File: src/rtl/dmem_sched.sv
// Data-memory port scheduler: serialises dual-slot memory ops onto one BRAM port and tags returning loads.
// Optional statistics counters (conflict_cnt, ld_cnt) are enabled with `define DMEM_SCHED_STATS_EN.
module dmem_sched #(
   parameter int ADDR_W  = 16,
   parameter int MEM_LAT = 2
) (
   input  logic              clk,
   input  logic              rst,
   input  logic              in_valid,
   input  logic              flush,
   input  logic              u_req,
   input  logic              l_req,
   input  logic              u_we,
   input  logic              l_we,
   input  logic [ADDR_W-1:0] u_addr,
   input  logic [ADDR_W-1:0] l_addr,
   input  logic [31:0]       u_wdata,
   input  logic [31:0]       l_wdata,
   input  logic [4:0]        u_rt,
   input  logic [4:0]        l_rt,
   output logic              stall,
   output logic              mem_en,
   output logic              mem_we,
   output logic [ADDR_W-1:0] mem_addr,
   output logic [31:0]       mem_wdata,
   input  logic [31:0]       mem_rdata,
   output logic              ld_valid,
   output logic              ld_slot,
   output logic [4:0]        ld_rt,
`ifdef DMEM_SCHED_STATS_EN
   output logic [31:0]       conflict_cnt,
   output logic [31:0]       ld_cnt,
`endif
   output logic [31:0]       ld_data
);

   typedef enum logic {IDLE, SECOND} state_t;

   state_t            state;
   logic              lat_we;
   logic [ADDR_W-1:0] lat_addr;
   logic [31:0]       lat_wdata;
   logic [4:0]        lat_rt;

   logic              issue;
   logic              issue_slot;
   logic [4:0]        issue_rt;
   logic              load_issue;

   // Each entry is {valid, slot, rt}; the tail lines up with mem_rdata.
   logic [6:0]        pipe [MEM_LAT];

   // Outputs are gated by rst so they drop to reset values the moment reset rises.
   always_comb begin
      stall      = 1'b0;
      issue      = 1'b0;
      issue_slot = 1'b0;
      issue_rt   = '0;
      mem_we     = 1'b0;
      mem_addr   = '0;
      mem_wdata  = '0;
      if (!rst) begin
         if (state == SECOND) begin
            if (!flush) begin
               issue      = 1'b1;
               issue_slot = 1'b1;
               issue_rt   = lat_rt;
               mem_we     = lat_we;
               mem_addr   = lat_addr;
               mem_wdata  = lat_wdata;
            end
         end else if (in_valid) begin
            stall = u_req & l_req;
            if (u_req) begin
               issue     = 1'b1;
               issue_rt  = u_rt;
               mem_we    = u_we;
               mem_addr  = u_addr;
               mem_wdata = u_wdata;
            end else if (l_req) begin
               issue      = 1'b1;
               issue_slot = 1'b1;
               issue_rt   = l_rt;
               mem_we     = l_we;
               mem_addr   = l_addr;
               mem_wdata  = l_wdata;
            end
         end
      end
   end

   assign mem_en     = issue;
   assign load_issue = issue & ~mem_we;

   always_ff @(posedge clk or posedge rst) begin
      if (rst) begin
         state     <= IDLE;
         lat_we    <= 1'b0;
         lat_addr  <= '0;
         lat_wdata <= '0;
         lat_rt    <= '0;
      end else begin
         case (state)
            IDLE: begin
               if (stall) begin
                  lat_we    <= l_we;
                  lat_addr  <= l_addr;
                  lat_wdata <= l_wdata;
                  lat_rt    <= l_rt;
                  state     <= SECOND;
               end
            end
            default: state <= IDLE;
         endcase
      end
   end

   always_ff @(posedge clk or posedge rst) begin
      if (rst) begin
         for (int i = 0; i < MEM_LAT; i++) pipe[i] <= '0;
      end else begin
         pipe[0] <= load_issue ? {1'b1, issue_slot, issue_rt} : 7'd0;
         for (int i = 1; i < MEM_LAT; i++) pipe[i] <= pipe[i-1];
      end
   end

   assign {ld_valid, ld_slot, ld_rt} = pipe[MEM_LAT-1];
   assign ld_data = mem_rdata;

`ifdef DMEM_SCHED_STATS_EN
   always_ff @(posedge clk or posedge rst) begin
      if (rst) begin
         conflict_cnt <= '0;
         ld_cnt       <= '0;
      end else begin
         if (stall)      conflict_cnt <= conflict_cnt + 32'd1;
         if (load_issue) ld_cnt       <= ld_cnt + 32'd1;
      end
   end
`endif

endmodule

File: config.mk
export PLATFORM = sky130hd
export DESIGN_NAME = dmem_sched
export DESIGN_NICKNAME = d
export VERILOG_FILES = /design/src/rtl/dmem_sched.sv
export SDC_FILE = /design/constraint.sdc
export NUM_CORES = 1
export LEC_CHECK = 0
export ABC_AREA = 1
export CAP_MARGIN = 20
export CORE_ASPECT_RATIO = 1.2
export CORE_MARGIN = 2
export CORE_UTILIZATION = 41
export DETAILED_ROUTE_END_ITERATION = 12
export GPL_TIMING_DRIVEN = 0
export PLACE_DENSITY = 0.85
export SLEW_MARGIN = 20
export SYNTH_ARGS = -nofsm -noshare
export SYNTH_HDL_FRONTEND = slang
export SYNTH_SLANG_ARGS = --single-unit
File: constraint.sdc
create_clock -name clk -period 9.6 [get_ports clk]
set_clock_uncertainty 0.05 [all_clocks]
set_input_delay 2.88 -clock clk [delete_from_list [all_inputs] [get_ports clk]]
set_output_delay 2.88 -clock clk [all_outputs]
set_load 0.05 [all_outputs]
==> results of run 1 <==
[kinds of logic (layout without fill, tap and decap cells)]
family          Yosys count  in the layout  share of synthesized area
buf+inv                  91            311                      0.138
flops                    69             69                      0.433
compound gates          108            108                      0.150
simple gates            289            289                      0.279
[per-stage QoR]
step	worst slack, ps	hold slack [ps]
2_1_floorplan	807	281
5_1_grt	566	306
6_report	830	298
4_1_cts	817	300
3_3_place_gp	-587	282
3_5_place_dp	828	286
[state kept, by name, indices dropped and copies added, names as in the netlist]
register / flops
lat_addr: 16
lat_rt: 5
lat_wdata: 32
lat_we: 1
ld_rt: 5
ld_slot: 1
ld_valid: 1
pipe: 7
state: 1
[routing by layer]
| metal | track usage | share of wire |
|---|---|---|
| met5 | 0 | 0 |
| met3 | 0.0483 | 0.068 |
| met1 | 0.281 | 0.39 |
| met4 | 0.0802 | 0.023 |
| met2 | 0.443 | 0.52 |
[area by class of cell]
cell class	instances	area share
Buffer	75	0.0759
Clock buffer	9	0.0347
Clock inverter	7	0.00869
Inverter	16	0.00965
Multi-Input combinational cell	397	0.264
Sequential cell	69	0.266
Tap cell	123	0.0237
Timing Repair Buffer	204	0.317
[report_power, final]
group          internal (mW)  switching, mW
logic                  0.115          0.150
registers              0.336         0.0217
clock network          0.177          0.131
[worst paths after layout]
path	start	slack, ps	cells past startpoint	to
min in group asynchronous	rst	2910	2	lat_wdata[26]$_DFFE_PP0P_
max in group asynchronous	rst	6060	3	ld_rt[3]$_DFF_PP0_
worst min register to register	pipe[13]$_DFF_PP0_	300	0	ld_valid$_DFF_PP0_
worst max-delay path	rst	830	9	mem_wdata[6]
worst max register to register	state$_DFF_PP0_	8050	9	lat_rt[2]$_DFFE_PP0P_
worst min-delay path	pipe[13]$_DFF_PP0_	300	0	ld_valid$_DFF_PP0_
[placed cells by master (no fill, tap or decap)]
cell type	instances
buf_2	15
clkdlybuf4s50_1	203
clkinvlp_4	4
buf_1	1
nand3_1	7
clkbuf_1	11
inv_4	1
inv_1	12
a31oi_1	48
nor2_4	1
nand2_1	271
nor2_2	1
clkbuf_16	9
o21ai_0	56
dfrtp_1	69
inv_6	3
o21ai_1	3
nor2_1	7
inv_2	3
a21oi_1	1
nand2_2	1
buf_4	45
buf_6	3
nand3_2	1
buf_12	1
==> run_summary.xml, run 1 <==
<?xml version="1.0" encoding="UTF-8"?>
<metrics>
  <group name="timing">
    <metric name="grt_setup_unrepaired" unit="">false</metric>
    <metric name="max-slew-margin-rel" unit="">0.640</metric>
    <metric name="setup_viol_count_final" unit="">0</metric>
    <metric name="post-route-min-period" unit="ps">8770</metric>
    <metric name="setup-tns-final" unit="ps">0</metric>
    <metric name="fmax" unit="MHz">114</metric>
    <metric name="drv_slew" unit="">0</metric>
    <metric name="report.final.hold_viol_count" unit="">0</metric>
    <metric name="transition_time_at_the_pin_with_the_least_slew_margin" unit="ps">538</metric>
    <metric name="layout_worst_path_cycle_share" unit="">0.914</metric>
  </group>
  <group name="place">
    <metric name="port-buffer-count" unit="">203</metric>
    <metric name="place.detailed.instances" unit="">884</metric>
    <metric name="place_area" unit="um^2">6200</metric>
    <metric name="hpwl" unit="um">9980</metric>
    <metric name="finalWeightedCongestion" unit="">0.852</metric>
  </group>
  <group name="worst_setup_path">
    <metric name="cp-end-kind" unit="">primary output</metric>
    <metric name="critPathArrivalTime" unit="ps">5840</metric>
    <metric name="critPathSlowestCell" unit="">clkdlybuf4s50_1</metric>
    <metric name="critPathRequiredTime" unit="ps">6670</metric>
    <metric name="worst_path_largest_cell_delay" unit="ps">840</metric>
    <metric name="critPathMaxFanout" unit="">40</metric>
    <metric name="setup.worst_path.class" unit="">in2out</metric>
    <metric name="crit_path_start_kind" unit="">input port</metric>
    <metric name="timing.critical_path.mode_cell" unit="">clkdlybuf4s50_1</metric>
    <metric name="cp_cell_sequence" unit="">clkdlybuf4s50_1 -&gt; inv_4 -&gt; buf_12 -&gt; nand2_1 -&gt; inv_1 -&gt; clkbuf_1 -&gt; o21ai_0 -&gt; a31oi_1 -&gt; clkdlybuf4s50_1</metric>
    <metric name="cp_num_buf_inv" unit="">6</metric>
    <metric name="path_delay_family" unit="">buffers and inverters</metric>
  </group>
  <group name="routing">
    <metric name="dr_total_vias" unit="">4479</metric>
    <metric name="ant_nets" unit="">0</metric>
    <metric name="drcViolationCount" unit="">0</metric>
    <metric name="drt_wl_total" unit="um">13000</metric>
    <metric name="first_pass_iters" unit="">5</metric>
    <metric name="drt-wirelength-per-cell" unit="um">14.4</metric>
    <metric name="drt_iter0_drc" unit="">185</metric>
    <metric name="routed_via_density" unit="">4.98</metric>
  </group>
  <group name="logic_synthesis">
    <metric name="post-synth-top-area-cell" unit="">dfrtp_1</metric>
    <metric name="synth_seq_cells" unit="">69</metric>
    <metric name="yosysUniqueCellTypes" unit="">19</metric>
    <metric name="synth_nets" unit="">703</metric>
    <metric name="yosysTopAreaCellShare" unit="">0.433</metric>
    <metric name="ys_seq_area_frac" unit="">0.433</metric>
    <metric name="synth_commonest_cells" unit="">271 x nand2_1, 69 x dfrtp_1, 56 x o21ai_0, 48 x a31oi_1, 45 x buf_4</metric>
    <metric name="synthesis.instances" unit="">557</metric>
    <metric name="postSynth.asyncResetShare" unit="">1.00</metric>
    <metric name="post_synth.cell_area_avg" unit="um^2">7.17</metric>
    <metric name="synthTopCellsByArea" unit="">dfrtp_1 43%, nand2_1 25%, buf_4 8.5%</metric>
    <metric name="synthesis.area" unit="um^2">3990</metric>
    <metric name="yosys.cell_count.top_type" unit="">nand2_1</metric>
    <metric name="synth-main-ff-cell" unit="">dfrtp_1</metric>
    <metric name="synth_enable_flop_cells" unit="">0</metric>
    <metric name="synth.yosys.warnings" unit="">0</metric>
  </group>
  <group name="die">
    <metric name="die-height" unit="um">112</metric>
    <metric name="starting_density" unit="">0.419</metric>
    <metric name="design.die.area" unit="um^2">10500</metric>
    <metric name="fp-row-count" unit="">39</metric>
    <metric name="die_width" unit="um">94.1</metric>
    <metric name="floorplan.core_area" unit="um^2">9520</metric>
    <metric name="io_pins" unit="">236</metric>
  </group>
  <group name="cells_and_area">
    <metric name="area_growth" unit="%">62.4</metric>
    <metric name="final_util" unit="">0.681</metric>
    <metric name="stdcell_area" unit="um^2">6480</metric>
    <metric name="n_fill_cell" unit="">783</metric>
    <metric name="antennaDiodeCount" unit="">0</metric>
    <metric name="sequential_cell_area" unit="um^2">1730</metric>
    <metric name="finalNonFillerCells" unit="">900</metric>
    <metric name="final_layout_size_suffix_gt1_frac" unit="">0.113</metric>
    <metric name="multi_input_comb_area" unit="um^2">1710</metric>
    <metric name="design.final.nets" unit="">918</metric>
  </group>
  <group name="cts">
    <metric name="cts_inserted_buffers" unit="">9</metric>
    <metric name="clk_pin_slew_worst_paths" unit="ps">60</metric>
    <metric name="cts_tree" unit="">yes</metric>
    <metric name="post_cts.resized_instances" unit="">0</metric>
    <metric name="max-clock-path-buffers" unit="">2</metric>
    <metric name="post_cts_setup_repair_bufs" unit="">0</metric>
    <metric name="clock_sinks" unit="">69</metric>
    <metric name="cts.root.buffer_cell" unit="">clkbuf_16</metric>
    <metric name="ctsHtreeMaxLevel" unit="">3</metric>
    <metric name="clock_insertion_delay_worst_skew" unit="ps">320</metric>
    <metric name="cts-hold-fix-buffers" unit="">0</metric>
  </group>
  <group name="global_routing">
    <metric name="number_of_antenna_violations_at_the_first_check_in_global_routing" unit="">0</metric>
    <metric name="first_pass_grt_wire_length" unit="um">20500</metric>
    <metric name="grt.total_usage" unit="">0.243</metric>
    <metric name="globalRouteOverflowTotal" unit="">0</metric>
    <metric name="first_global_vias" unit="">4521</metric>
    <metric name="grt_start_max_net_pins" unit="">41</metric>
  </group>
  <group name="job">
    <metric name="cap_violations" unit="">0</metric>
  </group>
  <group name="run_status">
    <metric name="outcome" unit="">finished, final reports clean</metric>
  </group>
  <group name="power_and_ir_drop">
    <metric name="power_per_cell_area" unit="nW/um^2">144</metric>
    <metric name="total_leakage_power" unit="nW">2.92</metric>
    <metric name="design_power_total" unit="uW">932</metric>
    <metric name="peak_supply_drop" unit="V">0.000107</metric>
  </group>
  <group name="worst_hold_path">
    <metric name="worstHoldPathType" unit="">reg2reg</metric>
  </group>
</metrics>
Power figures use the tool's default switching activity.
==> run 2, diff against run 1 <==
Settings changed: CTS_CLUSTER_DIAMETER from default to 80.
==> results of run 2 <==
Final layout, timing and power as in run 1 (identical DEF).
==> RTL edit 1: new RTL, config.mk and constraints of run 2 <==
Change the parameter `ADDR_W` from 16 to 14.
--- a/src/rtl/dmem_sched.sv
+++ b/src/rtl/dmem_sched.sv
@@ -3,3 +3,3 @@
 module dmem_sched #(
-   parameter int ADDR_W  = 16,
+   parameter int ADDR_W  = 14,
    parameter int MEM_LAT = 2
Ports: changed (resized l_addr, mem_addr and u_addr); port bits go from 236 to 230. The function was not compared with the original's and may differ.
==> RTL edit 1 against run 2 <==
  * Synthesized area fell by 3.1%
  * Worst hold slack improved by 4.6 ps
  * Sequential cell count is 2 lower
  * Power is 10% lower
  * Wire length is 3.5% lower
  * Non-clock buffer count shrank 7
  * Core utilization about the same
  * Register-to-register slack worse by 60 ps
  * Via count down 2.3%
  * Global-route usage grew 0.095 points
  * Clock power fell by 24%
  * Design area down 4.1%
  * Largest power group unchanged
  * Setup slack improved by 350 ps
  * Sequential power down 3%
==> RTL edit 1: results (changes against run 2) <==
* Global-route wire length before repair at 19.9 mm (-3.1%)
* Synth async-reset ratio at 100% (unchanged)
* Startpoint Class: input pin
* Largest net degree at the start of global routing at 41 (unchanged)
* Peak VDD IR at 0.0828 mV (-23%)
* Synth Warn # at 0 (unchanged)
* Part of the Yosys area used for sequential elements at 43.4% (+0.11 points)
* Synth top area cells: dfrtp_1 (43%), nand2_1 (26%), a31oi_1 (7.4%)
* Xor/xnor cell area share of the yosys netlist at 0% (unchanged)
* DRT Pass-1 Iters at 4 (-1)
* Clk slew on worst S/H paths at approximately 70 ps
* HP Start: pipe[7]
* Cell Int Power at 0.564 mW (-10%)
* Fill cells at 766 (-2.2%)
* Inserted Clock Buffers at 9 (unchanged)
* Slew of the pin with the lowest slew margin at 646 ps (+108 ps)
* Outcome: finished clean
* Worst endpoint data arrival time at 5490 ps (-350 ps)
* Max H-tree Level at 3 (unchanged)
* Largest register FFs at 32 (unchanged)
* Mux share of post-synthesis cell area at 0% (unchanged)
* Worst r2r src: state
* Vias in the first global route at 4345 (-3.9%)
* Synth cell types at 19 (unchanged)
* DP Worst Slack at 1170 ps (+345 ps)
* Post-CTS setup buffer count at 0 (unchanged)
* GR Util met1 at 27.8% (-0.34 points)
* Top post-synthesis cells by count: nand2_1 (266), dfrtp_1 (67), o21ai_0 (48)
* Post-Synth Adder-Cell Area at 0% (unchanged)
* Detailed router's first-iteration violation count at 181 (-2.2%)
* Fin nets at 891 (-2.9%)
* Mapped Cells at 540 (-3.1%)
* Gr usage total at 24.4% (+0.095 points)
* Hold/Removal Path Class: reg2reg
* Drt via density at 5.01 (+0.65%)
* Layout cell share with drive strength beyond 1 at 11.5% (+0.21 points)
* Crit-path max FO at 29 (-28%)
* GRT met3 Usage at 4.49% (-0.35 points)
* RD Place Congestion at 0.895 (+5.1%)
* DR WL/cell at 14.4 um (-0.61%)
* Leak at 2.82 nW (-3.6%)
* Cells after DPL at 858 (-2.9%)
* Root Buffer: clkbuf_8
* IO Port Bufs at 197 (-3.0%)
* Compound-Gate Fraction of Synth Area at 14.4% (-0.61 points)
* Largest registers: lat_wdata: 32 flops, lat_addr: 14 flops, pipe: 7 flops
* HPWL after detailed placement at 9.65 mm (-3.3%)
* Syn Nets at 682 (-3.0%)
* Clock Path Buffers at 2 (unchanged)
* Vias at 4378 (-2.3%)
* GR Util met2 at 45.8% (+1.4 points)
==> RTL edit 1: changes by cell type after synthesis, moves of 3 or more <==
cell | before | now
clkbuf_2 | 0 | 3
o21ai_0 | 56 | 48
nand2_1 | 271 | 266
buf_4 | 45 | 38
inv_1 | 13 | 10
==> RTL edit 1: kinds of logic (layout without fill, tap and decap cells) <==
family | Yosys count | count (layout)
AND/OR/NAND/NOR | 285 | 285
AO/OA/AOI/OAI | 100 | 100
buffers and inverters | 88 | 302
flip-flops | 67 | 67
==> RTL edit 1: layout make-up <==
| class | instances | share of cell area [%] |
|---|---|---|
| timing repair buffer | 198 | 32.1 |
| clock buffer | 10 | 2.22 |
| inverter | 14 | 0.886 |
| tap | 120 | 2.42 |
| multi-input combinational | 385 | 26.6 |
| sequential | 67 | 27.0 |
| buffer | 74 | 7.75 |
| clock inverter | 6 | 1.05 |
==> RTL edit 1: power groups by stage <==
stage	clock network (mW)	registers [mW]	logic, mW
final	0.233	0.347	0.258
after global routing	0.253	0.351	0.279
after CTS	0.236	0.346	0.259
after detailed placement	0	0.351	0.258
after global placement	0	0.349	0.251
after floorplan	0	0.347	0.151
==> RTL edit 1: critical path: stages <==
cell and delay, ps:
clkdlybuf4s50_1 460, inv_4 320, nand2_1 150, inv_2 70, buf_4 180, clkbuf_2 210, o21ai_0 130, a31oi_1 220
clkdlybuf4s50_1 850
==> RTL edit 1: final timing paths <==
path / to / slack, ps / depth (start not counted)
max reg2reg: lat_wdata[4] / 7990 / 8
min in group asynchronous: lat_addr[5] / 2870 / 2
min reg2reg: ld_rt[0] / 300 / 0
min: ld_rt[0] / 300 / 0
max: mem_wdata[4] / 1180 / 9
max in group asynchronous: lat_wdata[23] / 6090 / 3
==> RTL edit 1: through the flow <==
step                power (mW)  cell area (um^2)
floorplan                0.497              3870
global placement         0.600              5990
detailed placement       0.609              6010
CTS                      0.842              6210
global route             0.883              6210
finish                   0.837              6210
==> RTL edit 1: layer usage <==
metal,vias to the layer above,wire [um]
met5,-,0
met4,0,150
met3,11,837
met2,171,6630
met1,2072,4930
li1,2124,-
==> RTL edit 2: new RTL, flow settings as in run 2 <==
Made on the original files. The option `DMEM_SCHED_STATS_EN` is turned on by a define.
--- a/src/rtl/dmem_sched.sv
+++ b/src/rtl/dmem_sched.sv
@@ -2,2 +2,4 @@
 // Optional statistics counters (conflict_cnt, ld_cnt) are enabled with `define DMEM_SCHED_STATS_EN.
+`define DMEM_SCHED_STATS_EN
+
 module dmem_sched #(
Formal check against the unedited RTL (old outputs only; new: conflict_cnt and ld_cnt): equivalent (equiv_simple and equiv_induct, registers matched by name and starting in step).
==> RTL edit 2 against run 2 <==
  * Sequential cell count up 64
  * Maximum frequency down 2.9%
  * Wire length up 90%
  * Design area up 71%
  * Setup slack worse by 260 ps
  * Power up 89%
  * Synthesized area up 88%
  * Register-to-register slack worse by 430 ps
  * Core utilization down 6.5 points
  * Largest cell class is now multi-input gates
==> RTL edit 2: results (changes against run 2) <==
* Outcome: finished clean
* IO Port Bufs at 267 (+32%)
* Worst endpoint data arrival time at 6100 ps (+260 ps)
* Leak at 5.03 nW (+72%)
* Worst slew margin at 51.5% (-13 points)
* Largest registers: conflict_cnt: 32 flops, lat_wdata: 32 flops, ld_cnt: 32 flops
* Routed met1 length at 9.59 mm (+89%)
* Syn Nets at 1158 (+65%)
* Layout cell share with drive strength beyond 1 at 8.61% (-2.7 points)
* Global-route wire length before repair at 39.5 mm (+93%)
* GR Util met2 at 45.2% (+0.87 points)
* Placed Instance Area at 10500 um^2 (+70%)
* Worst-skew pair later-pin latency at 430 ps (+110 ps)
* Fin Hold WS at 299 ps (+1.25 ps)
* Top post-synthesis cells by count: nand2_1 (389), dfrtp_1 (133), nor2_1 (117)
* Drt via density at 5.17 (+3.9%)
* Part of the Yosys area used for sequential elements at 44.4% (+1.2 points)
* DRT Pass-1 Iters at 7 (+2)
* Largest net degree at the start of global routing at 34 (-17%)
* HPWL after detailed placement at 19.0 mm (+91%)
* Met3 wire length at 1.81 mm (+100%)
* Non-filler cells, final at 1537 (+71%)
* Crit-path max FO at 32 (-20%)
* Total Wirelength at 24.7 mm (+90%)
* R2R setup slack at 7620 ps (-430 ps)
* Detailed router's first-iteration violation count at 498 (+170%)
* Synth cell types at 28 (+9)
* RD Place Congestion at 0.957 (+12%)
* Inserted Clock Buffers at 17 (+8)
* GR Util met1 at 29.8% (+1.6 points)
* GRT met3 Usage at 6.06% (+1.2 points)
* Mapped Avg Cell Area at 7.42 um^2 (+3.5%)
* Synth top area cells: dfrtp_1 (44%), nand2_1 (19%), nor2_1 (5.9%)
* FF+latch area at 3330 um^2 (+93%)
* Met2 wire length at 12.7 mm (+88%)
* RR Endpoint: ld_cnt[11]
* DP Worst Slack at 511 ps (-317 ps)
RTL edit 2: cell count changes after synthesis, moves of 21 or more:
cell	before	now
nand3b_1	0	21
nand2_1	271	389
dfrtp_1	69	133
a31oi_1	48	0
nor2_1	7	117
a221oi_1	0	48
inv_1	13	52
nand3_1	7	37
RTL edit 2: worst max-delay path by stage:
stage	cells past startpoint	end	from	slack, ps
final	10	mem_wdata[28]	rst	570
after global routing	10	mem_wdata[29]	rst	220
after CTS	10	mem_wdata[12]	rst	500
after detailed placement	10	mem_wdata[12]	rst	510
after global placement	9	mem_wdata[19]	rst	-1480
after floorplan	7	mem_wdata[11]	rst	860
RTL edit 2: power groups by stage:
stage	clock network [mW]	registers [mW]	logic [mW]
after floorplan	0	0.744	0.201
after global placement	0	0.683	0.430
after detailed placement	0	0.685	0.443
after CTS	0.652	0.677	0.444
after global routing	0.678	0.686	0.477
final	0.644	0.678	0.441
RTL edit 2: critical path, stage by stage:
cell             delay (ps)
clkdlybuf4s50_1         440
clkinvlp_4              440
buf_12                  280
nand2_1                  90
inv_1                   150
clkbuf_2                290
clkbuf_1                320
o21ai_0                 220
nor2_1                  140
clkdlybuf4s50_1         810
RTL edit 2: final cells by class:
type | instances | share of cell area [%]
Buffer | 82 | 4.45
Clock buffer | 18 | 3.95
Clock inverter | 14 | 1.28
Inverter | 55 | 1.89
Multi-Input combinational cell | 740 | 31.2
Sequential cell | 133 | 30.0
Tap cell | 224 | 2.52
Timing Repair Buffer | 271 | 24.8
RTL edit 2: logic make-up after synthesis:
group / count (synthesis) / share of synthesized area [%]
buf+inv: 137 / 9.35
flops: 133 / 44.4
simple gates: 597 / 32.7
fa+ha+maj: 2 / 0.334
xor+xnor: 25 / 2.92
compound gates: 116 / 10.2
